[src/rtl/alu_pkg.sv]
// Shared definitions for the ALU block family: ctrl codes, datapath sizes and
// the issuer sequencing states.
package alu_pkg;

  localparam int DW   = 8;
  localparam int AW   = 3;
  localparam int NREG = 8;

  localparam logic [3:0] OP_ADD = 4'b0000;
  localparam logic [3:0] OP_SUB = 4'b0001;
  localparam logic [3:0] OP_AND = 4'b0010;
  localparam logic [3:0] OP_OR  = 4'b0011;
  localparam logic [3:0] OP_NOT = 4'b0100;
  localparam logic [3:0] OP_XOR = 4'b0101;
  localparam logic [3:0] OP_NOR = 4'b0110;
  localparam logic [3:0] OP_SLL = 4'b0111;
  localparam logic [3:0] OP_SRL = 4'b1000;
  localparam logic [3:0] OP_SRA = 4'b1001;
  localparam logic [3:0] OP_ROL = 4'b1010;
  localparam logic [3:0] OP_ROR = 4'b1011;
  localparam logic [3:0] OP_EQ  = 4'b1100;
  localparam logic [3:0] OP_NOP = 4'b1101;
  localparam logic [3:0] OP_LI  = 4'b1111;

  localparam logic [3:0] NOP_CTRL = OP_NOP;

  typedef enum logic [1:0] {
    ST_IDLE = 2'd0,
    ST_EXEC = 2'd1,
    ST_WB   = 2'd2
  } state_e;

  // Ops whose ALU result lands in the register file.
  function automatic logic op_writes_alu(input logic [3:0] op);
    return (op <= OP_EQ);
  endfunction

  function automatic logic op_sets_carry(input logic [3:0] op);
    return (op == OP_ADD) || (op == OP_SUB);
  endfunction

endpackage

[src/rtl/regfile_8x8.sv]
// 8 x 8-bit register file: one synchronous write port, three combinational
// read ports (two operands plus debug), synchronous active-low clear.
module regfile_8x8
  import alu_pkg::*;
(
  input  logic          clk,
  input  logic          rst_n,
  input  logic          we,
  input  logic [AW-1:0] waddr,
  input  logic [DW-1:0] wdata,
  input  logic [AW-1:0] rs_addr,
  input  logic [AW-1:0] rt_addr,
  input  logic [AW-1:0] dbg_addr,
  output logic [DW-1:0] rs_data,
  output logic [DW-1:0] rt_data,
  output logic [DW-1:0] dbg_data
);

  logic [DW-1:0] mem_q [NREG];

  always_ff @(posedge clk) begin
    if (!rst_n) begin
      mem_q <= '{default: '0};
    end else if (we) begin
      mem_q[waddr] <= wdata;
    end
  end

  assign rs_data  = mem_q[rs_addr];
  assign rt_data  = mem_q[rt_addr];
  assign dbg_data = mem_q[dbg_addr];

endmodule

[src/rtl/alu_op_issuer.sv]
// Sequential initiator for a combinational 8-bit ALU: accepts one instruction
// per three cycles, drives operands, captures the result and writes it back.
//
// state   | meaning
// IDLE    | in_ready high, waiting for in_valid; operands read at accept
// EXEC    | ALU operands/ctrl stable, ALU settling; result captured at edge
// WB      | register/carry writeback at edge, completion pulse follows
module alu_op_issuer
  import alu_pkg::*;
(
  input  logic          clk,
  input  logic          rst_n,
  input  logic          in_valid,
  output logic          in_ready,
  input  logic [3:0]    in_op,
  input  logic [AW-1:0] in_rd,
  input  logic [AW-1:0] in_rs,
  input  logic [AW-1:0] in_rt,
  input  logic [DW-1:0] in_imm,
  output logic [3:0]    alu_ctrl,
  output logic [DW-1:0] alu_x,
  output logic [DW-1:0] alu_y,
  input  logic [DW-1:0] alu_out,
  input  logic          alu_carry,
  output logic          out_valid,
  output logic [DW-1:0] out_data,
  output logic          out_carry,
  output logic [AW-1:0] out_rd,
  input  logic [AW-1:0] dbg_addr,
  output logic [DW-1:0] dbg_data
);

  state_e        state_q, state_d;
  logic [3:0]    op_q, op_d;
  logic [AW-1:0] rd_q, rd_d;
  logic [DW-1:0] imm_q, imm_d;
  logic [DW-1:0] res_q, res_d;
  logic          rc_q, rc_d;
  logic          carry_q, carry_d;
  logic [3:0]    ctrl_q, ctrl_d;
  logic [DW-1:0] x_q, x_d;
  logic [DW-1:0] y_q, y_d;
  logic          ready_q, ready_d;
  logic          ov_q, ov_d;
  logic [DW-1:0] od_q, od_d;
  logic [AW-1:0] ord_q, ord_d;

  logic          rf_we;
  logic [DW-1:0] rf_wdata;
  logic [DW-1:0] rs_data, rt_data;

  regfile_8x8 u_rf (
    .clk      (clk),
    .rst_n    (rst_n),
    .we       (rf_we),
    .waddr    (rd_q),
    .wdata    (rf_wdata),
    .rs_addr  (in_rs),
    .rt_addr  (in_rt),
    .dbg_addr (dbg_addr),
    .rs_data  (rs_data),
    .rt_data  (rt_data),
    .dbg_data (dbg_data)
  );

  always_ff @(posedge clk) begin
    if (!rst_n) begin
      state_q <= ST_IDLE;
      op_q    <= OP_NOP;
      rd_q    <= '0;
      imm_q   <= '0;
      res_q   <= '0;
      rc_q    <= 1'b0;
      carry_q <= 1'b0;
      ctrl_q  <= NOP_CTRL;
      x_q     <= '0;
      y_q     <= '0;
      ready_q <= 1'b1;
      ov_q    <= 1'b0;
      od_q    <= '0;
      ord_q   <= '0;
    end else begin
      state_q <= state_d;
      op_q    <= op_d;
      rd_q    <= rd_d;
      imm_q   <= imm_d;
      res_q   <= res_d;
      rc_q    <= rc_d;
      carry_q <= carry_d;
      ctrl_q  <= ctrl_d;
      x_q     <= x_d;
      y_q     <= y_d;
      ready_q <= ready_d;
      ov_q    <= ov_d;
      od_q    <= od_d;
      ord_q   <= ord_d;
    end
  end

  always_comb begin
    state_d  = state_q;
    op_d     = op_q;
    rd_d     = rd_q;
    imm_d    = imm_q;
    res_d    = res_q;
    rc_d     = rc_q;
    carry_d  = carry_q;
    ctrl_d   = ctrl_q;
    x_d      = x_q;
    y_d      = y_q;
    ready_d  = ready_q;
    ov_d     = 1'b0;
    od_d     = od_q;
    ord_d    = ord_q;
    rf_we    = 1'b0;
    rf_wdata = res_q;

    case (state_q)
      ST_IDLE: begin
        if (in_valid) begin
          op_d    = in_op;
          rd_d    = in_rd;
          imm_d   = in_imm;
          // Load-immediate never uses the ALU, so keep it parked on NOP.
          ctrl_d  = (in_op == OP_LI) ? NOP_CTRL : in_op;
          x_d     = rs_data;
          y_d     = rt_data;
          ready_d = 1'b0;
          state_d = ST_EXEC;
        end
      end
      ST_EXEC: begin
        res_d   = alu_out;
        rc_d    = alu_carry;
        state_d = ST_WB;
      end
      ST_WB: begin
        rf_we    = op_writes_alu(op_q) || (op_q == OP_LI);
        rf_wdata = (op_q == OP_LI) ? imm_q : res_q;
        od_d     = rf_we ? rf_wdata : '0;
        ord_d    = rd_q;
        ov_d     = 1'b1;
        if (op_sets_carry(op_q)) carry_d = rc_q;
        ctrl_d   = NOP_CTRL;
        x_d      = '0;
        y_d      = '0;
        ready_d  = 1'b1;
        state_d  = ST_IDLE;
      end
      default: begin
        state_d = ST_IDLE;
        ready_d = 1'b1;
      end
    endcase
  end

  assign in_ready  = ready_q;
  assign alu_ctrl  = ctrl_q;
  assign alu_x     = x_q;
  assign alu_y     = y_q;
  assign out_valid = ov_q;
  assign out_data  = od_q;
  assign out_carry = carry_q;
  assign out_rd    = ord_q;

endmodule

[config.mk]
export PLATFORM = sky130hd
export DESIGN_NAME = alu_op_issuer
export DESIGN_NICKNAME = d
export VERILOG_FILES = /design/src/rtl/alu_pkg.sv /design/src/rtl/regfile_8x8.sv /design/src/rtl/alu_op_issuer.sv
export SDC_FILE = /design/constraint.sdc
export NUM_CORES = 1
export LEC_CHECK = 0
export BUFFER_PORTS_ARGS = -buffer_cell sky130_fd_sc_hd__buf_2
export CAP_MARGIN = 5
export CORE_MARGIN = 5
export CORE_UTILIZATION = 30
export CTS_CLUSTER_SIZE = 24
export DETAILED_ROUTE_END_ITERATION = 10
export PLACE_DENSITY = 0.52
export REMOVE_ABC_BUFFERS = 1
export SYNTH_ARGS = -nofsm -noshare
export SYNTH_HDL_FRONTEND = slang
export SYNTH_HIERARCHICAL = 1
export SYNTH_SLANG_ARGS = --single-unit
[constraint.sdc]
create_clock -name clk -period 5 [get_ports clk]
set_clock_uncertainty 0.1 [all_clocks]
set_input_delay 0.25 -clock clk [delete_from_list [all_inputs] [get_ports clk]]
set_output_delay 0.25 -clock clk [all_outputs]
set_load 0.005 [all_outputs]
==> load_flow_metrics.sql <==
INSERT INTO impl_metrics (metric_group, metric, value, unit) VALUES
('worst_hold_path', 'min_path_type', 'in -> reg', ''),
('detailed_routing', 'initialDrtViolationCount', '252', ''),
('timing', 'maxClockFrequency', '0.303', 'GHz'),
('logic_synthesis', 'async_s_r_ff_share_synth', '0', '%'),
('logic_synthesis', 'synthesized_area', '6410', 'sq um'),
('logic_synthesis', 'synth_largest_type_area_fraction', '38.8', '%'),
('cts', 'cts_hold_buffers', '21', ''),
('timing', 'finalHoldViolations', '0', ''),
('detailed_routing', 'first_pass_iters', '6', ''),
('power', 'vdd_drop_max', '242', 'uV'),
('run_status', 'run_status', 'finished, final reports clean', ''),
('timing', 'rsz0062_at_grt', 'no', ''),
('cts', 'clk_pin_slew_worst_paths', '0.07', 'ns'),
('logic_synthesis', 'syn_avg_cell_area', '10.7', 'sq um'),
('power', 'pwr_density_cell', '326', 'nW/um^2'),
('floorplan', 'die-area', '24400', 'sq um'),
('worst_setup_path', 'cp_data_arrival_time', '3.51', 'ns'),
('global_routing', 'grt_first_pass_wirelength', '27300', 'microns'),
('timing', 'timing_max_transition_violations_final', '0', ''),
('worst_setup_path', 'worstSetupPathType', 'reg -> reg', ''),
('logic_synthesis', 'synth_edf_count', '0', ''),
('cts', 'ctsResizeCount', '0', ''),
('cells_and_area', 'post_route_cells_drive_above_1_share', '24.1', '%'),
('cells_and_area', 'diodes', '0', ''),
('timing', 'setup_viol', '0', ''),
('cts', 'post-cts-setup-buffer-count', '0', ''),
('power', 'switching_share', '23.9', '%'),
('cells_and_area', 'layout_common_cells', 'nand2_1, dfxtp_1, buf_2', ''),
('place', 'dpl.hpwl', '11300', 'microns'),
('logic_synthesis', 'synth_area_leader_cell', 'dfxtp_1', ''),
('cells_and_area', 'layout_commonest_cell', 'nand2_1', ''),
('power', 'p_seq_share', '40.5', '%'),
('worst_setup_path', 'cp-end-kind', 'flop', ''),
('power', 'part_of_the_total_power_dissipated_in_combinational_logic', '6.5', '%'),
('logic_synthesis', 'yosys.cell_types.count', '39', ''),
('floorplan', 'fp-row-count', '53', ''),
('logic_synthesis', 'synth_area_leaders', 'dfxtp_1, mux4_1, nand2_1', ''),
('cells_and_area', 'instances_no_fill', '950', ''),
('cts', 'clock_tree.htree_level_count', '4', ''),
('place', 'gpl.final_weighted_congestion', '0.773', ''),
('detailed_routing', 'ant_nets', '0', ''),
('worst_setup_path', 'worstPathRequired', '5.21', 'ns'),
('timing', 'timing.setup.tns', '0', 'ns'),
('floorplan', 'initial_core_util', '30.5', '%'),
('global_routing', 'maximum_number_of_pins_on_one_net_before_global_route_repair', '82', ''),
('place', 'placed_area', '6870', 'sq um'),
('floorplan', 'die_height', '156', 'microns'),
('detailed_routing', 'wirelength', '17600', 'microns'),
('power', 'net-switching-power', '0.602', 'mW'),
('logic_synthesis', 'ys.warnings.count', '6', ''),
('timing', 'worstMarginPinSlew', '1.24', 'ns'),
('detailed_routing', 'drt-wirelength-per-cell', '18.5', 'microns'),
('logic_synthesis', 'ys_ff_latch', '124', ''),
('place', 'numPlacedInstances', '897', ''),
('worst_setup_path', 'startpoint_type', 'flop', ''),
('worst_setup_path', 'crit_path_max_fanout', '16', ''),
('cells_and_area', 'fin_nets', '698', ''),
('logic_synthesis', 'synth_flop_cell', 'dfxtp_1', ''),
('global_routing', 'number_of_antenna_violations_at_the_first_check_in_global_routing', '0', ''),
('global_routing', 'groute.usage.overall', '14.5', '%'),
('floorplan', 'die_width', '156', 'microns'),
('cts', 'clock_tree.buffer_depth', '2', ''),
('timing', 'max_slew_margin', '15.9', '%'),
('detailed_routing', 'detail_route.vias_per_cell', '5.07', ''),
('cells_and_area', 'final_cell_area', '7720', 'sq um'),
('power', 'power.static_leakage', '3.11', 'nW'),
('timing', 'min_period_over_period', '66.0', '%'),
('cts', 'clkSinkCount', '124', ''),
('cts', 'clk_latency', '0.42', 'ns'),
('cts', 'clock_tree.root_cell', 'clkbuf_16', ''),
('cells_and_area', 'utilization', '36.7', '%');
==> critical path: stages (launching register included) <==
cell and delay (ns):
dfxtp_1 0.46, nand2b_1 0.46, nor2_1 0.66, nor4bb_2 1.16, mux2i_1 0.30, nor2b_1 0.06
==> power groups by stage <==
| stage | Sequential (mW) | Clock, mW | Combinational [mW] |
|---|---|---|---|
| after floorplan | 1.04 | 0 | 0.0762 |
| after global placement | 1.04 | 0 | 0.152 |
| after detailed placement | 1.04 | 0 | 0.153 |
| after CTS | 1.02 | 1.36 | 0.165 |
| after global routing | 1.02 | 1.40 | 0.178 |
| final | 1.02 | 1.33 | 0.164 |
==> state kept, by name (all words and copies together), names as in the netlist <==
name        count
out_data        8
res_q           8
out_carry       1
alu_x           8
alu_y           8
out_valid       1
alu_ctrl        4
imm_q           8
op_q            4
out_rd          3
u_rf/mem_q     64
rd_q            3
state_q         2
rc_q            1
in_ready        1
==> per-layer routing <==
layer  GRT usage, %  share of wire, %  vias to the layer above
met3           3.11               6.1                       19
met5              0                 0                        -
met2           23.3                46                      166
met1           19.8                46                     2315
met4           4.38               1.4                        0
li1               -                 -                     2318
==> final cells by class <==
class	count	area, sq um
well taps	275	344
flip-flops and latches	124	2480
clock buffers	17	425
clock inverters	15	214
repair buffers	102	626
fillers	2086	13300
inverters	1	3.75
multi-input cells	416	3620
==> logic make-up after synthesis <==
kind of cell | count (synthesis) | synth area share [%]
xor+xnor | 1 | 0.137
simple gates | 203 | 15.1
mux | 112 | 30.3
buf+inv | 58 | 5.00
flops | 124 | 38.7
compound gates | 100 | 10.7
==> synth_stat cells, types with 4 or more instances <==
cell type	count
a22o_2	9
nand2_1	129
mux2i_1	32
dfxtp_1	124
nor2b_1	24
mux4_1	48
nand3_1	12
buf_2	19
buf_1	7
buf_8	4
o21ai_0	15
a21boi_0	40
a22o_1	7
clkbuf_1	22
mux2_2	32
buf_6	4
nor2_1	15
a21oi_1	26
==> final timing paths <==
check             slack [ns]       start              to  depth (start not counted)
setup / recovery        1.70  state_q[1]  u_rf/mem_q[28]                          5
hold / removal          0.04    in_op[3]         op_q[3]                          3
setup reg to reg        1.70  state_q[1]  u_rf/mem_q[28]                          5
hold reg to reg         0.36        rc_q            rc_q                          2
==> stage by stage <==
stage	power [mW]	hold slack, ns	setup slack (ns)
6_report	2.52	0.0414	1.70
5_1_grt	2.60	0.0419	1.47
4_1_cts	2.54	0.0248	1.69
3_5_place_dp	1.19	0.344	1.74
3_3_place_gp	1.19	0.347	1.89
2_1_floorplan	1.11	0.226	2.01
Note: power is estimated with default switching activity, not from simulation.
